File: config.mk
export PLATFORM = sky130hd
export DESIGN_NAME = uart_rx_packer_ctrl
export DESIGN_NICKNAME = d
export VERILOG_FILES = /design/src/rtl/uart_rx_packer_ctrl.sv
export SDC_FILE = /design/constraint.sdc
export NUM_CORES = 1
export LEC_CHECK = 0
export CAP_MARGIN = 30
export CORE_MARGIN = 2
export CORE_UTILIZATION = 35
export CTS_BUF_LIST = sky130_fd_sc_hd__clkbuf_8 sky130_fd_sc_hd__clkbuf_16
export CTS_CLUSTER_DIAMETER = 100
export CTS_CLUSTER_SIZE = 30
export DETAILED_ROUTE_END_ITERATION = 12
export HOLD_SLACK_MARGIN = 0.08
export SYNTH_ARGS = -nofsm -noshare
export SYNTH_HDL_FRONTEND = slang
export SYNTH_SLANG_ARGS = --single-unit
File: constraint.sdc
create_clock -name clk -period 2.4 [get_ports clk]
set_input_delay 0.24 -clock clk [delete_from_list [all_inputs] [get_ports clk]]
set_output_delay 0.24 -clock clk [all_outputs]
set_load 0.03 [all_outputs]
File: src/rtl/uart_rx_packer_ctrl.sv
// UART receive drain controller: pops received characters, packs them into
// multi-lane words with per-lane error tags, and flushes partial words on
// line-idle timeout or break.
module uart_rx_packer_ctrl #(
    parameter int unsigned DATA_BITS      = 8,
    parameter int unsigned BYTES_PER_WORD = 4,
    parameter int unsigned TIMEOUT_TICKS  = 640
) (
    input  logic                          clk,
    input  logic                          rst_n,
    input  logic                          enable,
    input  logic                          tick_16x,
    input  logic                          rx_data_ready,
    input  logic [DATA_BITS-1:0]          rx_data,
    input  logic                          frame_error,
    input  logic                          parity_error,
    input  logic                          overrun_error,
    input  logic                          break_detect,
    output logic                          read_data,
    output logic                          clear_error,
    output logic [8*BYTES_PER_WORD-1:0]   word_data,
    output logic [2:0]                    word_bytes,
    output logic [BYTES_PER_WORD-1:0]     word_err,
    output logic                          word_valid,
    input  logic                          word_ready,
    output logic                          irq_timeout,
    output logic                          irq_break
);

    localparam int unsigned WORD_W = 8 * BYTES_PER_WORD;
    localparam int unsigned CNT_W  = $clog2(TIMEOUT_TICKS + 1);
    localparam logic [2:0]       LAST_IDX = 3'(BYTES_PER_WORD - 1);
    localparam logic [CNT_W-1:0] TO_MAX   = CNT_W'(TIMEOUT_TICKS);
    localparam logic [CNT_W-1:0] TO_PRE   = CNT_W'(TIMEOUT_TICKS - 1);

    typedef enum logic [1:0] {
        S_IDLE    = 2'd0,
        S_READ    = 2'd1,
        S_CAPTURE = 2'd2,
        S_EMIT    = 2'd3
    } state_t;

    state_t             r_state;
    state_t             w_state_next;
    logic [2:0]         r_idx;
    logic [WORD_W-1:0]  r_word;
    logic [BYTES_PER_WORD-1:0] r_err;
    logic [CNT_W-1:0]   r_tcount;
    logic               r_flush_pending;
    logic               r_break_q;
    logic               r_read_data;
    logic               r_clear_error;
    logic               r_word_valid;
    logic               r_irq_timeout;
    logic               r_irq_break;

    logic w_err_any;
    logic w_break_rise;
    logic w_break_flush;
    logic w_tick_count;
    logic w_timeout_hit;
    logic w_flush;
    logic w_capture;
    logic w_accept;
    logic w_emit_entry;

    assign w_err_any     = frame_error | parity_error | overrun_error;
    assign w_break_rise  = break_detect & ~r_break_q;
    assign w_break_flush = w_break_rise && (r_idx != 3'd0);
    assign w_tick_count  = (r_state == S_IDLE) && (r_idx != 3'd0) && !rx_data_ready
                           && tick_16x && (r_tcount != TO_MAX);
    assign w_timeout_hit = w_tick_count && (r_tcount == TO_PRE);
    assign w_flush       = r_flush_pending | w_timeout_hit | w_break_flush;
    assign w_capture     = (r_state == S_CAPTURE);
    assign w_accept      = (r_state == S_EMIT) && word_ready;
    assign w_emit_entry  = (w_state_next == S_EMIT) && (r_state != S_EMIT);

    assign read_data   = r_read_data;
    assign clear_error = r_clear_error;
    assign word_data   = r_word;
    assign word_bytes  = r_idx;
    assign word_err    = r_err;
    assign word_valid  = r_word_valid;
    assign irq_timeout = r_irq_timeout;
    assign irq_break   = r_irq_break;

    // State register
    always_ff @(posedge clk or negedge rst_n) begin
        if (!rst_n) r_state <= S_IDLE;
        else        r_state <= w_state_next;
    end

    // Next-state decode; a pending flush outranks a new read
    always_comb begin
        w_state_next = r_state;
        case (r_state)
            S_IDLE: begin
                if (w_flush && (r_idx != 3'd0))
                    w_state_next = S_EMIT;
                else if (enable && rx_data_ready && !break_detect)
                    w_state_next = S_READ;
            end
            S_READ:    w_state_next = S_CAPTURE;
            S_CAPTURE: w_state_next = (r_idx == LAST_IDX) ? S_EMIT : S_IDLE;
            S_EMIT:    if (word_ready) w_state_next = S_IDLE;
            default:   w_state_next = S_IDLE;
        endcase
    end

    // Registered strobes, decoded from the upcoming state so they align with it
    always_ff @(posedge clk or negedge rst_n) begin
        if (!rst_n) begin
            r_read_data   <= 1'b0;
            r_clear_error <= 1'b0;
            r_word_valid  <= 1'b0;
            r_irq_timeout <= 1'b0;
            r_irq_break   <= 1'b0;
            r_break_q     <= 1'b0;
        end else begin
            r_read_data   <= (w_state_next == S_READ);
            r_clear_error <= (w_state_next == S_CAPTURE) && w_err_any;
            r_word_valid  <= (w_state_next == S_EMIT);
            r_irq_timeout <= w_timeout_hit;
            r_irq_break   <= w_break_rise;
            r_break_q     <= break_detect;
        end
    end

    // Lane packing and error tagging; cleared once the host takes the word
    always_ff @(posedge clk or negedge rst_n) begin
        if (!rst_n) begin
            r_word <= '0;
            r_err  <= '0;
            r_idx  <= 3'd0;
        end else if (w_capture) begin
            for (int i = 0; i < BYTES_PER_WORD; i++) begin
                if (r_idx == 3'(i)) begin
                    r_word[8*i +: 8] <= 8'(rx_data);
                    r_err[i]         <= w_err_any;
                end
            end
            r_idx <= r_idx + 3'd1;
        end else if (w_accept) begin
            r_word <= '0;
            r_err  <= '0;
            r_idx  <= 3'd0;
        end
    end

    // Line-idle counter, saturating, only while a partial word waits
    always_ff @(posedge clk or negedge rst_n) begin
        if (!rst_n)                     r_tcount <= '0;
        else if (w_capture || w_accept) r_tcount <= '0;
        else if (w_tick_count)          r_tcount <= r_tcount + CNT_W'(1);
    end

    // Flush request from timeout or break; consumed on entry to emit
    always_ff @(posedge clk or negedge rst_n) begin
        if (!rst_n)
            r_flush_pending <= 1'b0;
        else if (w_emit_entry)
            r_flush_pending <= 1'b0;
        else if ((w_timeout_hit || w_break_flush) && (r_state != S_EMIT))
            r_flush_pending <= 1'b1;
    end

endmodule
# Word-level counts from Yosys, hierarchy flattened
# Index checks and enable logic that the tools add are counted.
dict set report classes {
  magnitude_cmp 0
  n_reduce_logical 27
  bitwise_logic 6
  n_addsub 2
  n_mux 23
  shift 0
  n_div 0
  multipliers 0
  n_eq_ne 16
}
# op count
set op_table {}
lappend op_table {{$mux W32} 2}
lappend op_table {{$mux W8} 4}
lappend op_table {{$mux W10} 2}
lappend op_table {{$logic_and A1 B1 Y1} 13}
lappend op_table {{$add A10 B1 Y10 const B} 1}
lappend op_table {{$eq A10 B10 Y1 const B} 1}
lappend op_table {{$ne A10 B10 Y1 const B} 1}
lappend op_table {{$eq A2 B2 Y1 const B} 4}
lappend op_table {{$mux W2} 4}
lappend op_table {{$mux W4} 2}
lappend op_table {{$ne A2 B1 Y1 const B} 4}
lappend op_table {{$pmux W2 S4} 1}
lappend op_table {{$reduce_and A2 Y1} 4}
lappend op_table {{$eq A3 B2 Y1 const B} 2}
lappend op_table {{$mux W1} 6}
lappend op_table {{$mux W3} 2}
lappend op_table {{$reduce_bool A2 Y1} 3}
lappend op_table {{$eq A2 B1 Y1 const B} 2}
lappend op_table {{$or A1 B1 Y1} 4}
lappend op_table {{$add A3 B1 Y3 const B} 1}
lappend op_table {{$eq A3 B1 Y1 const B} 1}
lappend op_table {{$logic_not A3 Y1} 1}
lappend op_table {{$reduce_bool A3 Y1} 1}
lappend op_table {{$logic_not A1 Y1} 2}
lappend op_table {{5 further kinds} 6}
dict set report totals {
  output_inout_bits 44
  ramBits 0
  regBits 58
  memories 0
  latch_bits 0
  wordCells 92
  romBits 0
}

# Logic depth before layout (Yosys ltp)
# Gate-level depths: netlist of run 1.
dict set report logic_depth {
  depth_word 14
  mapped_depth 8
}

# Least setup slack after synthesis of run 1
# OpenSTA, ideal clock, no wires.
dict set report synth_path {
  kind {register -> register}
  startpoint {register r_idx[0], in the netlist word_bytes[0]}
  endpoint {register r_flush_pending}
  stages_incl_launch_ff 8
  arrival_time_ps 2444
  path_buffers 1
  path_slack_ps -138
  t_required_ps 2306
  synth_period_minus_slack_ps 2538
  cell_sequence {dfrtp_1 > inv_1 > ha_1 > nor2b_1 > or4b_1 > buf_2 > or4b_4 > a221oi_2}
}
dict set report synth_between {
  elab_chain_cells 14
}
# item line
set synth_rtl {}
lappend synth_rtl {{from (decl)} 45} ;# logic [2:0] r_idx;
lappend synth_rtl {{from (signal assigned)} 142} ;# r_idx <= r_idx + 3'd1;
lappend synth_rtl {{$reduce_bool A3 Y1} {69, 70, 98}}
lappend synth_rtl {{$logic_and A1 B1 Y1 (2 in a row)} 70} ;# assign w_tick_count = (r_state == S_IDLE) && (r_idx != 3'd0) && !rx_data_ready
lappend synth_rtl {{$logic_and A1 B1 Y1 (2 in a row)} 71} ;# && tick_16x && (r_tcount != TO_MAX);
lappend synth_rtl {{$logic_and A1 B1 Y1} 72} ;# assign w_timeout_hit = w_tick_count && (r_tcount == TO_PRE);
lappend synth_rtl {{$or A1 B1 Y1 (2 in a row)} 73} ;# assign w_flush = r_flush_pending | w_timeout_hit | w_break_flush;
lappend synth_rtl {{$logic_and A1 B1 Y1} 98} ;# if (w_flush && (r_idx != 3'd0))
lappend synth_rtl {{$mux W2} 98}
lappend synth_rtl {{$pmux W2 S4} 96} ;# case (r_state)
lappend synth_rtl {{$eq A2 B2 Y1} 76} ;# assign w_emit_entry = (w_state_next == S_EMIT) && (r_state != S_EMIT);
lappend synth_rtl {{$logic_and A1 B1 Y1} 76}
lappend synth_rtl {{$mux W1 / $reduce_bool A2 Y1 (equally long branches)} -}
lappend synth_rtl {{to (signal assigned)} 160} ;# r_flush_pending <= 1'b0;
lappend synth_rtl {{to (signal assigned)} 162} ;# r_flush_pending <= 1'b0;
lappend synth_rtl {{to (signal assigned)} 164} ;# r_flush_pending <= 1'b1;
lappend synth_rtl {{to (decl)} 49} ;# logic r_flush_pending;
# Parallel ways exist; a longest one is shown, timed or not.
# A chain may end at the register's enable or synchronous reset.

# Worst setup path after layout of run 1
# Ends and elaborated chain as after synthesis.

==> metrics.cfg, run 1 <==
[detailed_routing]
drcViolationCount=0
drt-pass1-iter-count=4
drt_iter0_drc=77
wl_um=5810
ant_nets=0
vias_per_cell=4.69
vias=2002
wl_per_cell_um=13.6

[synthesis]
ys_seq_area_share_pct=58.6
syn_area_per_cell_um2=9.91
ys_types=38
synth_enable_flop_cells=0
synthesis.nets=275
synth_area_um2=2480
synthFlopType=dfrtp_1
synth_cells=250
synthArstFlopShare_pct=100
yosysWarnings=0
ys_seq_elements=58

[cells_and_area]
fillers=646
fin_nets=351
syn_to_final_growth_pct=42.0
diodes=0
drive_gt1_share_pct=10.9

[setup_path]
worst-path-buf-inv=1
worst_path_largest_cell_delay_ns=0.57
endpoint_kind=register
critPathSlowestCell=or4b_4
critical_path_class=reg -> reg
cp.arrival_ns=2.54
reg2reg_from=word_bytes[0]$_DFFE_PN0N_
critPathRequiredTime_ns=2.64
worstSetupStartpointType=register
crit_fanout=6
startpoint=word_bytes[0]$_DFFE_PN0N_
crit_chain=inv_2, ha_1, nor2b_1, or4b_1, or4b_4, a221oi_2
crit_family=simple AND/OR/NAND/NOR gates

[place]
dp_hpwl_um=4350
port_buffers=61
routabilityCongestion=0.783

[flow_run]
max-cap-violations=0

[timing]
fmax_ghz=0.436
rsz0062_at_grt=false
maxSlewViolCount=0
setup_tns_ns=0
worst_pin_slew_ns=0.670
final-setup-viol-count=0
period_needed_ns=2.29
post-route-period-util_pct=95.6
maxSlewHeadroom_pct=55.4
skew_ns=0.00719
hold_viol=0

[clocking]
h-tree-depth=3
cts_tree=built
post_cts_buffers=0
clock-sinks=58
clk_path_buf_depth=2
path_clk_slew_ns=0.06
worstSkewPairLatency_ns=0.33
cts_inserted_buffers=9
clock-root-buffer=clkbuf_8

[hold_path]
worstHoldStart=break_detect
hold_class=in -> reg

[die]
fp.dieH_um=88.2
die_area_um2=7770
num_rows=30
io_pins=62
chipWidth_um=88.2
initial_utilization_pct=36.3
coreArea_um2=6830

[global_routing]
grt_first_pass_wirelength_um=9690
grt_max_degree=31
antenna_found_initial=0
track_usage_pct=16.7
grt-ovfl-total=0
grt_pass1_vias=1935

[power_and_ir_drop]
irDropWorstVdd_mv=0.594
power.leakage_nw=1.55
power.density_nw_per_um2=1260
p_total_mw=4.44

[outcome]
run_status=completed

-- metrics by stage --
step	util [%]	cells	area (um^2)	worst slack, ns	hold WS, ns
after floorplan	-	250	2480	0.00176	-0.0556
after CTS	51.4	427	3510	0.0991	0.386
after detailed placement	47.6	410	3250	0.104	0.312
final	51.5	427	3520	0.105	0.403
after global routing	51.5	427	3520	0.00153	0.406
after global placement	47.4	408	3240	0.150	0.310
-- placed cells by master, fill, tap and decap left out, types with 2 or more instances in the layout --
master           netlist  routed
a21boi_0               2       2
a21oi_1                3       3
and3_1                 2       2
buf_4                  0      11
bufinv_16              0       3
clkbuf_8               0      11
clkdlybuf4s50_1        0      60
dfrtp_1               58      56
dfrtp_2                0       2
ha_1                   7       7
inv_1                 11      11
nand2_1               58      58
nand2b_1               5       5
nand3b_1               3       3
nand4_1                2       2
nor2_1                15      15
nor2b_1                2       2
nor3_1                 4       4
o21ai_0               42      42
o21ai_1                3       3
or4b_1                 2       2
xnor2_1                3       3
xor2_1                 3       3
-- sequential cells by signal, indices dropped and copies added, names as in the netlist --
name             cells
word_valid           1
r_break_q            1
irq_break            1
word_err             4
word_bytes           3
r_flush_pending      1
clear_error          1
r_state              2
word_data           32
read_data            1
irq_timeout          1
r_tcount            10
-- per-layer routing --
layer	vias to the layer above	share of wire [%]	track usage (%)
met1	933	46	21.5
met2	62	47	26.9
met5	-	0	0
met3	9	5.7	5.18
li1	998	-	-
met4	0	1.3	5.37
-- synthesized netlist by cell type, types with 3 or more instances --
| library cell | n | share of area, % |
|---|---|---|
| dfrtp_1 | 58 | 59 |
| xor2_1 | 3 | 1.1 |
| nand2b_1 | 5 | 1.3 |
| inv_1 | 11 | 1.7 |
| clkbuf_1 | 5 | 0.76 |
| nor3_1 | 4 | 0.81 |
| ha_1 | 7 | 3.5 |
| nor2_1 | 15 | 2.3 |
| o21ai_1 | 3 | 0.61 |
| o21ai_0 | 42 | 8.5 |
| nand2_1 | 58 | 8.8 |
| nand3b_1 | 3 | 0.91 |
| xnor2_1 | 3 | 1.1 |
| a21oi_1 | 3 | 0.61 |
-- cell type report --
type	count	area, um^2	area share [%]
Clock buffer	11	151	4.30
Clock inverter	5	101	2.88
Inverter	11	41.3	1.17
Multi-Input combinational cell	173	953	27.1
Sequential cell	58	1450	41.3
Tap cell	96	120	3.41
Timing Repair Buffer	73	698	19.8
-- path summary, 6_finish.rpt --
| check | endpoint | slack [ns] | cells after the start |
|---|---|---|---|
| max in group asynchronous | word_data[22]$_DFFE_PN0P_ | 1.20 | 3 |
| setup / recovery | r_flush_pending$_DFFE_PN0P_ | 0.11 | 6 |
| min in group asynchronous | r_tcount[9]$_DFFE_PN0P_ | 0.50 | 2 |
| hold / removal | r_break_q$_DFF_PN0_ | 0.40 | 1 |
| hold reg to reg | irq_break$_DFF_PN0_ | 0.41 | 1 |
| setup reg to reg | r_flush_pending$_DFFE_PN0P_ | 0.11 | 6 |
-- report_power, final --
| part | switching (mW) | internal [mW] |
|---|---|---|
| clock network | 0.378 | 0.743 |
| registers | 0.157 | 1.25 |
| logic | 1.17 | 0.740 |
| total | 1.70 | 2.74 |
-- timing repair --
item	4_1_cts	5_1_grt
resized for setup	0	1
hold endpoints to repair	28	0
endpoints found under the setup margin	0	1
hold buffers	1	0
-- logic make-up (layout without fill, tap and decap cells) --
kind of cell               Yosys count  after routing  share of synthesized area, %
buffers and inverters               19            100                          3.23
xor gates and xnor gates             6              6                          2.12
AOI/OAI and AO/OA                   56             56                          12.6
DFF                                 58             58                          58.6
and+or+nand+nor                    102            102                          19.1
adders and majority gates            7              7                          3.53
muxes                                2              2                         0.858
(Power assumes the default switching activity.)
==> run 2, diff against run 1 <==
--- a/config.mk
+++ b/config.mk
@@ -9,7 +9,7 @@
 export CORE_MARGIN = 2
 export CORE_UTILIZATION = 35
 export CTS_BUF_LIST = sky130_fd_sc_hd__clkbuf_8 sky130_fd_sc_hd__clkbuf_16
-export CTS_CLUSTER_DIAMETER = 100
+export CTS_CLUSTER_DIAMETER = 40
 export CTS_CLUSTER_SIZE = 30
 export DETAILED_ROUTE_END_ITERATION = 12
 export HOLD_SLACK_MARGIN = 0.08
==> constraint.sdc (replaced) <==
create_clock -name clk -period 2.4 [get_ports clk]
set_input_delay 0.24 -clock clk [delete_from_list [all_inputs] [get_ports clk]]
set_output_delay 0.24 -clock clk [all_outputs]
set_load 0.005 [all_outputs]
==> metrics.cfg, run 2 (synthesis results as in run 1) <==
[power_and_ir_drop]
p_int_mw=2.58  ; -5.7%
p_sw_share_pct=34.1  ; -4.3 points
power_frac_seq_pct=35.7  ; +3.9 points
p_comb_share_pct=38.0  ; -5.0 points
switching_power_mw=1.33  ; -22%
power_frac_clock_pct=26.3  ; +1.0 points
irDropWorstVdd_mv=0.576  ; -3.0%
power.density_nw_per_um2=1120  ; -11%
power.leakage_nw=1.54  ; -1.1%

[timing]
hold_viol=0  ; unchanged
worst_pin_slew_ns=0.730  ; +0.0600 ns
fmax_ghz=0.439  ; +0.75%
setup_tns_ns=0  ; unchanged
whs_ns=0.378  ; -0.0256 ns
setup_slack_ns=0.122  ; +0.0170 ns
post-route-period-util_pct=94.9  ; -0.71 points
rsz0062_at_grt=false
skew_ns=0.00935  ; +0.00217 ns
final-setup-viol-count=0  ; unchanged
period_needed_ns=2.28  ; -0.0170 ns
maxSlewHeadroom_pct=51.0  ; -4.3 points
maxSlewViolCount=0  ; unchanged

[clocking]
h-tree-depth=3  ; unchanged
cts.repair.resized=0  ; unchanged
clock-root-buffer=clkbuf_8
clk_path_buf_depth=2  ; unchanged
path_clk_slew_ns=0.07  ; about the same
worstSkewPairLatency_ns=0.34  ; about the same
cts_inserted_buffers=9  ; unchanged
clock-sinks=58  ; unchanged
cts_tree=built

[hold_path]
hold_class=in -> reg

[setup_path]
crit_chain=inv_1, ha_1, nor2b_1, or4b_1, or4b_4, a221oi_2
critPathRequiredTime_ns=2.65  ; about the same
worst_path_largest_cell_delay_ns=0.57  ; about the same
endpoint_kind=register
critical_path_class=reg -> reg
worstSetupStartpointType=register
critPathSlowestCell=or4b_1
cp.arrival_ns=2.53  ; about the same
crit_fanout=5  ; -1

[detailed_routing]
vias=2016  ; +0.70%
drt-pass1-iter-count=4  ; unchanged
wl_per_cell_um=13.8  ; +1.4%
drcViolationCount=0  ; unchanged
drt_iter0_drc=88  ; +14%
ant_nets=0  ; unchanged
wl_um=5890  ; +1.4%
vias_per_cell=4.72  ; +0.70%

[global_routing]
track_usage_pct=16.7  ; +0.066 points
grt-ovfl-total=0  ; unchanged
antenna_found_initial=0  ; unchanged
grt_pass1_vias=1963  ; +1.4%
grt_max_degree=59  ; +90%
grt_first_pass_wirelength_um=9760  ; +0.64%

[cells_and_area]
drive_gt1_share_pct=9.97  ; -0.91 points
diodes=0  ; unchanged
fin_nets=351  ; unchanged
mostFrequentLayoutCells=clkdlybuf4s50_1, nand2_1, dfrtp_1, o21ai_0, nor2_1
syn_to_final_growth_pct=40.5
largest_reg_flops=32  ; unchanged
fin_util_pct=51.0  ; -0.53 points
final_common_cell=clkdlybuf4s50_1

[die]
chipWidth_um=88.2  ; unchanged
die_area_um2=7770  ; unchanged
coreArea_um2=6830  ; unchanged
io_pins=62  ; unchanged
initial_utilization_pct=36.3  ; unchanged
fp.dieH_um=88.2  ; unchanged
num_rows=30  ; unchanged

[outcome]
run_status=completed

[place]
preCtsSetupSlack_ns=0.0757  ; -0.0288 ns
routabilityCongestion=0.782  ; about the same
dp_hpwl_um=4270  ; -1.8%
port_buffers=61  ; unchanged

[flow_run]
max-cap-violations=0  ; unchanged

[run 2: layout make-up]
cell class,instances,area (um^2)
Inverter,11,41.3
Timing Repair Buffer,73,698
Multi-Input combinational cell,173,947
Clock inverter,7,101
Fill cell,651,3350
Clock buffer,9,124
Sequential cell,58,1450
Tap cell,96,120
[run 2: through the flow]
stage / power, mW / cell area [um^2] / instances
after global placement: 2.88 / 3230 / 408
after detailed placement: 2.93 / 3250 / 410
after floorplan: 2.11 / 2480 / 250
final: 3.92 / 3480 / 427
after global routing: 4.22 / 3480 / 427
after CTS: 3.97 / 3480 / 427
[run 2: path summary, 6_finish.rpt]
kind                                           startpoint                           to  slack (ns)  depth (start not counted)
worst min register to register        r_break_q$_DFF_PN0_          irq_break$_DFF_PN0_        0.43                          1
min in group asynchronous                           rst_n    word_data[15]$_DFFE_PN0P_        0.57                          3
worst max-delay path            word_bytes[1]$_DFFE_PN0N_  r_flush_pending$_DFFE_PN0P_        0.12                          6
worst max register to register  word_bytes[1]$_DFFE_PN0N_  r_flush_pending$_DFFE_PN0P_        0.12                          6
worst min-delay path                         break_detect          r_break_q$_DFF_PN0_        0.38                          1
max in group asynchronous                           rst_n      r_tcount[6]$_DFFE_PN0P_        1.35                          3
[run 2: timing repair]
action                                  in CTS  in global routing
hold buffers                                 1                  0
endpoints found under the setup margin       0                  2
buffers inserted                             0                  0
hold endpoints to repair                    58                  0
[run 2: power groups by stage]
| stage | Sequential (mW) | Clock (mW) | Combinational [mW] |
|---|---|---|---|
| 6_report | 1.40 | 1.03 | 1.49 |
| 5_1_grt | 1.43 | 1.11 | 1.68 |
| 3_5_place_dp | 1.42 | 0 | 1.50 |
| 3_3_place_gp | 1.41 | 0 | 1.47 |
| 4_1_cts | 1.40 | 1.06 | 1.51 |
| 2_1_floorplan | 1.43 | 0 | 0.682 |
[run 2: layer usage]
layer	wire length, um	track usage, %	part of all wire [%]	up-vias
met2	2730	26.2	46	74
met4	125	7.71	2.1	0
met5	0	0	0	-
met3	365	4.62	6.2	11
met1	2680	21.7	45	937
li1	-	-	-	994
[run 2: critical path: cells and delay by family, from the launching register on]
| kind | cells | cell delay (ns) |
|---|---|---|
| adder cells (fa/ha/maj) | 1 | 0.19 |
| buffers and inverters | 1 | 0.09 |
| AO/OA/AOI/OAI | 1 | 0.25 |
| flip-flops | 1 | 0.39 |
| AND/OR/NAND/NOR | 3 | 1.28 |
